<file path="config.mk">
export PLATFORM = sky130hd
export DESIGN_NAME = bsg_nonsynth_dramsim3_unmap
export DESIGN_NICKNAME = d
export VERILOG_FILES = /design/src/rtl/bsg_nonsynth_dramsim3_unmap.sv
export SDC_FILE = /design/constraint.sdc
export NUM_CORES = 1
export LEC_CHECK = 0
export BUFFER_PORTS_ARGS = -buffer_cell sky130_fd_sc_hd__buf_2
export CORE_UTILIZATION = 51
export CTS_BUF_LIST = sky130_fd_sc_hd__clkbuf_4 sky130_fd_sc_hd__clkbuf_8 sky130_fd_sc_hd__clkbuf_16
export CTS_CLUSTER_DIAMETER = 40
export CTS_CLUSTER_SIZE = 20
export DETAILED_ROUTE_END_ITERATION = 16
export PLACE_DENSITY = 0.75
export SLEW_MARGIN = 40
export SYNTH_ARGS = -nofsm -noshare
export SYNTH_HDL_FRONTEND = slang
export SYNTH_SLANG_ARGS = --single-unit
</file>
<file path="constraint.sdc">
create_clock -name clk_i -period 2.5 [get_ports clk_i]
set_clock_uncertainty 0.2 [all_clocks]
set_input_delay 0.375 -clock clk_i [delete_from_list [all_inputs] [get_ports clk_i]]
set_output_delay 0.375 -clock clk_i [all_outputs]
set_load 0.05 [all_outputs]
</file>
<file path="src/rtl/bsg_nonsynth_dramsim3_unmap.sv">
// dramsim3 completion unmapper: global address -> (channel, channel-local address)
// plus one small completion FIFO per channel, drained by that channel's response logic.

package bsg_dramsim3_pkg;

  typedef enum logic [1:0] {
    e_ro_ra_bg_ba_co_ch,
    e_ro_ra_bg_ba_ch_co,
    e_ro_ch_ra_ba_bg_co
  } dram_map_e;

endpackage

module bsg_nonsynth_dramsim3_unmap
  import bsg_dramsim3_pkg::*;
#(
  parameter int channel_addr_width_p = 8,
  parameter int data_width_p = 32,
  parameter int num_channels_p = 2,
  parameter int num_columns_p = 4,
  parameter int num_rows_p = 4,
  parameter int num_ba_p = 2,
  parameter int num_bg_p = 2,
  parameter int num_ranks_p = 1,
  parameter dram_map_e address_mapping_p = e_ro_ra_bg_ba_co_ch,
  parameter int els_p = 4,
  parameter bit debug_p = 1'b0,
  localparam int lg_num_channels_lp = $clog2(num_channels_p),
  localparam int addr_width_lp = lg_num_channels_lp + channel_addr_width_p
) (
  input  logic clk_i,
  input  logic reset_i,
  input  logic v_i,
  input  logic [addr_width_lp-1:0] mem_addr_i,
  output logic [num_channels_p-1:0] v_o,
  output logic [num_channels_p-1:0][channel_addr_width_p-1:0] ch_addr_o,
  input  logic [num_channels_p-1:0] yumi_i,
  output logic [num_channels_p-1:0] overflow_o,
  output logic bad_ch_o
);

  localparam int aw_lp = addr_width_lp;
  localparam int bytes_lp = data_width_p >> 3;
  localparam int bo_lp = (bytes_lp <= 1) ? 1 : $clog2(bytes_lp);
  localparam int lg_ch_lp = lg_num_channels_lp;
  localparam int lg_col_lp = $clog2(num_columns_p);
  localparam int lg_row_lp = $clog2(num_rows_p);
  localparam int lg_ba_lp = $clog2(num_ba_p);
  localparam int lg_bg_lp = $clog2(num_bg_p);
  localparam int lg_ra_lp = $clog2(num_ranks_p);
  localparam int ch_w_lp = (lg_ch_lp == 0) ? 1 : lg_ch_lp;
  localparam int ptr_w_lp = (els_p <= 2) ? 1 : $clog2(els_p);
  localparam int cnt_w_lp = $clog2(els_p + 1);

  // global-space field positions for the row/channel-interleaved map
  localparam int p_col_lp = bo_lp;
  localparam int p_bg_lp = p_col_lp + lg_col_lp;
  localparam int p_ba_lp = p_bg_lp + lg_bg_lp;
  localparam int p_ra_lp = p_ba_lp + lg_ba_lp;
  localparam int p_ch_lp = p_ra_lp + lg_ra_lp;
  localparam int p_row_lp = p_ch_lp + lg_ch_lp;

  // channel-space positions: ba and bg trade places
  localparam int q_ba_lp = bo_lp + lg_col_lp;
  localparam int q_bg_lp = q_ba_lp + lg_ba_lp;
  localparam int q_ra_lp = q_bg_lp + lg_bg_lp;
  localparam int q_row_lp = q_ra_lp + lg_ra_lp;

  function automatic logic [aw_lp-1:0] mask(input int w);
    if (w <= 0) return '0;
    return {aw_lp{1'b1}} >> (aw_lp - w);
  endfunction

  localparam logic [aw_lp-1:0] ch_m_lp = mask(lg_ch_lp);
  localparam logic [aw_lp-1:0] col_m_lp = mask(lg_col_lp);
  localparam logic [aw_lp-1:0] row_m_lp = mask(lg_row_lp);
  localparam logic [aw_lp-1:0] ba_m_lp = mask(lg_ba_lp);
  localparam logic [aw_lp-1:0] bg_m_lp = mask(lg_bg_lp);
  localparam logic [aw_lp-1:0] ra_m_lp = mask(lg_ra_lp);

  logic [ch_w_lp-1:0] ch_idx;
  logic [channel_addr_width_p-1:0] ca;
  logic [aw_lp-1:0] col_f, row_f, ba_f, bg_f, ra_f;
  logic ch_ok;

  // combinational address decode; byte-offset bits of ca always zero
  always_comb begin
    col_f = '0;
    row_f = '0;
    ba_f = '0;
    bg_f = '0;
    ra_f = '0;
    ch_idx = '0;
    ca = '0;
    case (address_mapping_p)
      e_ro_ra_bg_ba_ch_co: begin
        ch_idx = ch_w_lp'(
          (mem_addr_i >> (bo_lp + lg_col_lp)) & ch_m_lp);
        ca = channel_addr_width_p'(
          ((mem_addr_i >> (bo_lp + lg_col_lp + lg_ch_lp))
            << (bo_lp + lg_col_lp))
          | (mem_addr_i & (col_m_lp << bo_lp)));
      end
      e_ro_ch_ra_ba_bg_co: begin
        col_f = (mem_addr_i >> p_col_lp) & col_m_lp;
        bg_f = (mem_addr_i >> p_bg_lp) & bg_m_lp;
        ba_f = (mem_addr_i >> p_ba_lp) & ba_m_lp;
        ra_f = (mem_addr_i >> p_ra_lp) & ra_m_lp;
        row_f = (mem_addr_i >> p_row_lp) & row_m_lp;
        ch_idx = ch_w_lp'(
          (mem_addr_i >> p_ch_lp) & ch_m_lp);
        ca = channel_addr_width_p'(
          (col_f << bo_lp)
          | (ba_f << q_ba_lp)
          | (bg_f << q_bg_lp)
          | (ra_f << q_ra_lp)
          | (row_f << q_row_lp));
      end
      default: begin
        ch_idx = ch_w_lp'(
          (mem_addr_i >> bo_lp) & ch_m_lp);
        ca = channel_addr_width_p'(
          (mem_addr_i >> (bo_lp + lg_ch_lp)) << bo_lp);
      end
    endcase
    ch_ok = 32'(ch_idx) < 32'(num_channels_p);
  end

  // sticky flag for completions that decode to a nonexistent channel
  always_ff @(posedge clk_i) begin
    if (reset_i) bad_ch_o <= 1'b0;
    else if (v_i & ~ch_ok) bad_ch_o <= 1'b1;
  end

  for (genvar c = 0; c < num_channels_p; c++) begin : g_ch
    logic [channel_addr_width_p-1:0] mem_r [els_p];
    logic [ptr_w_lp-1:0] rd_r, wr_r;
    logic [cnt_w_lp-1:0] cnt_r;
    logic ov_r;
    logic enq, deq, full, wr_en;

    assign enq = v_i & ch_ok & (32'(ch_idx) == c);
    assign deq = yumi_i[c] & (cnt_r != '0);
    assign full = cnt_r == cnt_w_lp'(els_p);
    assign wr_en = enq & (~full | deq);

    assign v_o[c] = cnt_r != '0;
    assign ch_addr_o[c] = mem_r[rd_r];
    assign overflow_o[c] = ov_r;

    // entry storage, written at the tail
    always_ff @(posedge clk_i) begin
      if (wr_en) mem_r[wr_r] <= ca;
    end

    // pointers, occupancy and sticky overflow
    always_ff @(posedge clk_i) begin
      if (reset_i) begin
        rd_r <= '0;
        wr_r <= '0;
        cnt_r <= '0;
        ov_r <= 1'b0;
      end else begin
        if (wr_en)
          wr_r <= (wr_r == ptr_w_lp'(els_p - 1))
            ? '0 : wr_r + ptr_w_lp'(1);
        if (deq)
          rd_r <= (rd_r == ptr_w_lp'(els_p - 1))
            ? '0 : rd_r + ptr_w_lp'(1);
        if (wr_en & ~deq) cnt_r <= cnt_r + cnt_w_lp'(1);
        else if (deq & ~wr_en) cnt_r <= cnt_r - cnt_w_lp'(1);
        if (enq & ~wr_en) ov_r <= 1'b1;
      end
    end

    // protocol checks on the dequeue side and drop reporting
    always_ff @(posedge clk_i) begin
      if (!reset_i) begin
        assert (!(yumi_i[c] && cnt_r == '0))
          else $error("yumi on empty channel %0d", c);
        if (debug_p && enq && !wr_en)
          $error("completion dropped on channel %0d", c);
      end
    end
  end

endmodule

</file>
# Yosys cells after proc, flatten, opt, wreduce, memory -nomap -nowiden
# Memory sizes are Yosys's and may differ from the RTL's. A register that Yosys moved wholly into a read port is not among the register bits.
# Index checks and enable logic that the tools add are counted.
dict set report word_totals {
  register_bits 16
  ramBits 48
  in_bits 14
  output_inout_bits 21
  word_cells 65
  n_memories 2
}
# memory words word_bits read_ports rd_ports_with_merged_regs write_ports line
set memory_table {}
lappend memory_table {{g_ch[0].mem_r} 4 6 1 1 1 136} ;# logic [channel_addr_width_p-1:0] mem_r [els_p];
lappend memory_table {{g_ch[1].mem_r} 4 6 1 1 1 136}
dict set report classes {
  add_sub_neg 8
  eq_ne 6
  mux 16
  bitwise 21
  reduce_logical 4
}
# op count
set ops {}
lappend ops {{2-to-1 mux 2 bit} 8}
lappend ops {{bitwise AND 1 bit} 12}
lappend ops {{2-to-1 mux 3 bit} 4}
lappend ops {{adder 2 x 1 -> 2 bit, second input constant} 4}
lappend ops {{== test 2 bit, second input constant} 4}
lappend ops {{inverter 1 bit} 7}
lappend ops {{adder 3 x 1 -> 3 bit, second input constant} 2}
lappend ops {{== test 3 bit, second input constant} 2}
lappend ops {{nonzero test 3 bit} 2}
lappend ops {{subtractor 3 x 1 -> 3 bit, second input constant} 2}
lappend ops {{2-to-1 mux 1 bit} 4}
lappend ops {{nonzero test 2 bit} 2}
lappend ops {{OR 1 bit} 2}

# Depth between registers and ports, before layout
dict set report logic_depth {
  depth_word 8
  mapped_depth 8
  ltp_nobuf 8
}

# Worst setup path after synthesis
# OpenSTA, ideal clock, no wires.
dict set report synth_timing {
  path_type {reg-to-reg}
  start {register g_ch[0].cnt_r[0]}
  end {register g_ch[0].cnt_r[2]}
  setup_time_ns 0.071
  arrival_ns 2.024
  required_ns 2.229
  slack_ns 0.205
  stages_incl_launch_ff 9
  path_buffers 0
  period_less_slack_ns 2.295
  path_cell_list {dfxtp_1 -> nor4b_4 -> nor3b_4 -> ha_1 -> inv_1 -> fa_1 -> xor2_1 -> or3_1 -> a21oi_1}
}
dict set report synth_between {
  elab_chain_len 7
  elab_cells_between_ends 15
  classes_between {add/sub (2); eq/ne (1); mux (2); bitwise (8); reduce/logical (2)}
}
# element line
set synth_rtl {}
lappend synth_rtl {{start, declared} 138} ;# logic [cnt_w_lp-1:0] cnt_r;
lappend synth_rtl {{start signal, assigned} 170} ;# if (wr_en & ~deq) cnt_r <= cnt_r + cnt_w_lp'(1);
lappend synth_rtl {{start signal, assigned} 171} ;# else if (deq & ~wr_en) cnt_r <= cnt_r - cnt_w_lp'(1);
lappend synth_rtl {{nonzero test 3 bit or == test 3 bit (tied branches)} {143, 144}}
lappend synth_rtl {{bitwise AND 1 bit or inverter 1 bit (tied branches)} {143, 145}}
lappend synth_rtl {{OR 1 bit (*)} 145} ;# assign wr_en = enq & (~full | deq);
lappend synth_rtl {{bitwise AND 1 bit (*)} 145}
lappend synth_rtl {{via g_ch[0].wr_en} 140} ;# logic enq, deq, full, wr_en;
lappend synth_rtl {{inverter 1 bit} 171}
lappend synth_rtl {{bitwise AND 1 bit} 171}
lappend synth_rtl {{nonzero test 2 bit (no source line)} n/a}
# Mark *: on every way through the listed nets, which the timed path passes. The rest lies on a longest branch. The select of a mux whose other input is x is not followed.
# A chain may end at the register's enable or synchronous reset.

# Final worst setup path
dict set report layout_timing {
  start {register g_ch[1].cnt_r[2]}
  end {register g_ch[1].cnt_r[2]}
}
dict set report layout_between {
  elab_chain_len 7
  elab_cells_between_ends 15
  classes_between {add/sub (2); eq/ne (1); mux (2); bitwise (8); reduce/logical (2)}
}
# element line
set layout_rtl {}
lappend layout_rtl {{start, declared} 138}
lappend layout_rtl {{start signal, assigned} 170}
lappend layout_rtl {{start signal, assigned} 171}
lappend layout_rtl {{nonzero test 3 bit or == test 3 bit (tied branches)} {143, 144}}
lappend layout_rtl {{bitwise AND 1 bit or inverter 1 bit (tied branches)} {143, 145}}
lappend layout_rtl {{OR 1 bit (*)} 145}
lappend layout_rtl {{bitwise AND 1 bit (*)} 145}
lappend layout_rtl {{via g_ch[1].wr_en} 140}
lappend layout_rtl {{inverter 1 bit} 171}
lappend layout_rtl {{bitwise AND 1 bit} 171}
lappend layout_rtl {{nonzero test 2 bit (no source line)} n/a}
# Marks and branches as above.

==> impl_metrics.tcl <==
set metrics [dict create \
    slew_viol_final 0 \
    leakage_nw 1.20 \
    antenna_found_initial 0 \
    cts_buffer_depth 2 \
    synth_top_family_by_area "multiplexers" \
    cts_buffers 9 \
    syn_area_um2 2850 \
    min_from "mem_addr_i[7]" \
    final_area_um2 3220 \
    holdBufCountCts 0 \
    wire_per_inst_um 16.1 \
    final_core_util 0.614 \
    hold_path.class "input port to flip-flop" \
    coreArea_um2 5240 \
    r2r-start "g_ch[1].cnt_r[2]" \
    layout_min_cycle_time_ps 2320 \
    crit_type "flip-flop to flip-flop" \
    crit_fanout 7 \
    path_cells "nor4b_4, nor2_4, ha_1, inv_1, fa_1, xor2_1, or3_1, a21oi_1" \
    setup_violations 0 \
    dpl-instance-area_um2 3020 \
    synth_edf_count 48 \
    critPathSlowestCell "fa_1" \
    rr_worst_depth 8 \
    yosys-top-cells-area "edfxtp_1 (51%), dfxtp_1 (14%), mux4_2 (9.5%)" \
    synth_common_cells "edfxtp_1 (48), dfxtp_1 (20), ha_1 (12), mux4_2 (12), nor2_1 (10)" \
    vias 1495 \
    ant_nets 0 \
    cap_violations 0 \
    die_area_um2 5890 \
    fmax_ghz 0.432 \
    grt_pass1_wl_mm 7.62 \
    netlist_instances 172 \
    rows 26 \
    die_w_um 76.8 \
    num_antenna_cells 0 \
    clkLatencyLatePin_ps 330 \
    cp.arrival_ps 2380 \
    yosysTopAreaCellShare 0.506 \
    cpPeakStageDelay_ps 380 \
    grt_pass1_vias 1581 \
    portBuffers 27 \
    hold_path_depth 1 \
    synth_fa_ha_area_frac 0.0667 \
    yosysWarnings 0 \
    hpwl_mm 3.18 \
    fin_crit_sh 0.927 \
    ir_drop_uv 461 \
    worstSetupEndpointType "flip-flop" \
    gr-total-overflow 0 \
    die_y_um 76.8 \
    nNetsFinal 232 \
    synth_compound_area_frac 0.0237 \
    rsz0062_at_grt "false" \
    initial_core_util 0.544 \
    synth_top_area_cell "edfxtp_1" \
    finalWeightedCongestion 0.721 \
    ios 35 \
    crit_family "simple AND/OR/NAND/NOR gates" \
    reg2reg_slack_ps 180 \
    worst_ep_required_time_ps 2570 \
    clkSlewWorstSetupHoldPaths_ps 70 \
    cp_num_buf_inv 1 \
    worstSetupStartpointType "flip-flop" \
    ys_ff_latch 68 \
    r2r_end "g_ch[1].cnt_r[2]" \
    drt_first_pass_iters 4 \
    routed_wl_mm 4.50 \
    routed_via_density 5.36 \
    whs_endpoint "g_ch[1].mem_r[0][4]" \
    htreeDepth 3 \
    grt_max_degree 21 \
    power_density_nw_per_um2 969 \
    synthMuxAreaShare 0.126 \
    synth_cell_types 28 \
    yosysMostFrequentCell "edfxtp_1" \
    drt_iter0_drc 55 \
    final_hold_viol_count 0 \
    cts_tree "built" \
    status "finished, final reports clean" \
    synth_top_flop_cell "edfxtp_1" \
    syn_to_final_growth_pct 12.8 \
    remaining_drc_errors 0 \
    post_route_cells_drive_above_1_share 0.349 \
    root_buffer "clkbuf_8" \
    syn_avg_cell_area_um2 16.6 \
    ys_async_sr_fraction 0 \
    total_power_mw 3.12 \
    synth_simple_gate_area_share 0.0896 \
    seq_area_frac_synth 0.646 \
    cts_sinks 68 \
    grt_usage 0.177 \
    synth_xor_area_frac 0.0123 \
]
## kinds of logic (layout without fill, tap and decap cells)
kind of cell | after synthesis | in the layout
xor gates and xnor gates | 4 | 4
and+or+nand+nor | 37 | 37
muxes | 20 | 20
other | 1 | 5
AOI/OAI and AO/OA | 10 | 10
buffers and inverters | 18 | 51
adders and majority gates | 14 | 14
DFF | 68 | 68
## layout by cell type, fill, tap and decap left out, types with 3 or more instances in the layout
cell type	synthesis	routed
dfxtp_1	20	16
and2_1	4	4
dfxtp_2	0	4
clkbuf_8	0	9
conb_1	1	5
nand2b_1	4	4
a21oi_1	4	4
nor2_1	10	10
inv_1	7	7
ha_1	12	12
mux2i_1	6	6
mux4_2	12	12
xor2_1	4	4
buf_2	2	27
nand2_1	3	3
edfxtp_1	48	48
clkinv_2	0	4
or3_1	5	5
and2_2	4	4
## worst max path at each step
stage | to | start | cells after the start | slack (ps)
2_1_floorplan | g_ch[0].cnt_r[2] | g_ch[0].cnt_r[0] | 8 | 200
3_3_place_gp | g_ch[0].cnt_r[2] | yumi_i[0] | 9 | 120
3_5_place_dp | g_ch[0].cnt_r[2] | g_ch[0].cnt_r[0] | 8 | -9
4_1_cts | g_ch[1].cnt_r[2] | g_ch[1].cnt_r[0] | 7 | 60
5_1_grt | g_ch[0].cnt_r[2] | g_ch[0].cnt_r[2] | 8 | 60
6_report | g_ch[1].cnt_r[2] | g_ch[1].cnt_r[2] | 8 | 180
## report_power, final
part / internal [mW] / switching [mW] / leakage, nW
logic: 0.337 / 0.558 / 0.502
registers: 1.31 / 0.149 / 0.601
clock network: 0.376 / 0.381 / 0.0937
total: 2.03 / 1.09 / 1.20
## timing repair
item,4_1_cts,5_1_grt
endpoints found under the hold margin,0,0
resized for setup,1,5
setup endpoints to repair,1,2
setup buffers,1,0
pin swaps,1,0
## final cells by class
class / count / area [um^2]
fillers: 402 / 2020
repair buffers: 28 / 143
inverters: 7 / 26.3
clock buffers: 11 / 139
flip-flops and latches: 68 / 1850
clock inverters: 5 / 28.8
multi-input cells: 90 / 945
well taps: 70 / 87.6
## routing by layer
layer | global-route usage | share of wire | vias to the layer above
li1 | - | - | 691
met1 | 0.211 | 0.41 | 759
met2 | 0.287 | 0.53 | 35
met3 | 0.0524 | 0.042 | 10
met4 | 0.100 | 0.021 | 0
met5 | 0 | 0 | -
## metrics by stage
stage               std cells  hold slack, ps  setup WS [ps]  TNS (ps)
CTS                       279             101           57.6         0
global route              279             116           60.9         0
global placement          262             248            122         0
finish                    279             124            183         0
detailed placement        262             271          -9.12     -9.12
floorplan                 176             238            205         0
## registers in the layout, summed over array words and instances (netlist names), named ones only
name / count
g_ch.rd_r: 4
g_ch.mem_r: 48
g_ch.wr_r: 4
g_ch.cnt_r: 6
g_ch.ov_r: 2
Power figures use the tool's default switching activity.
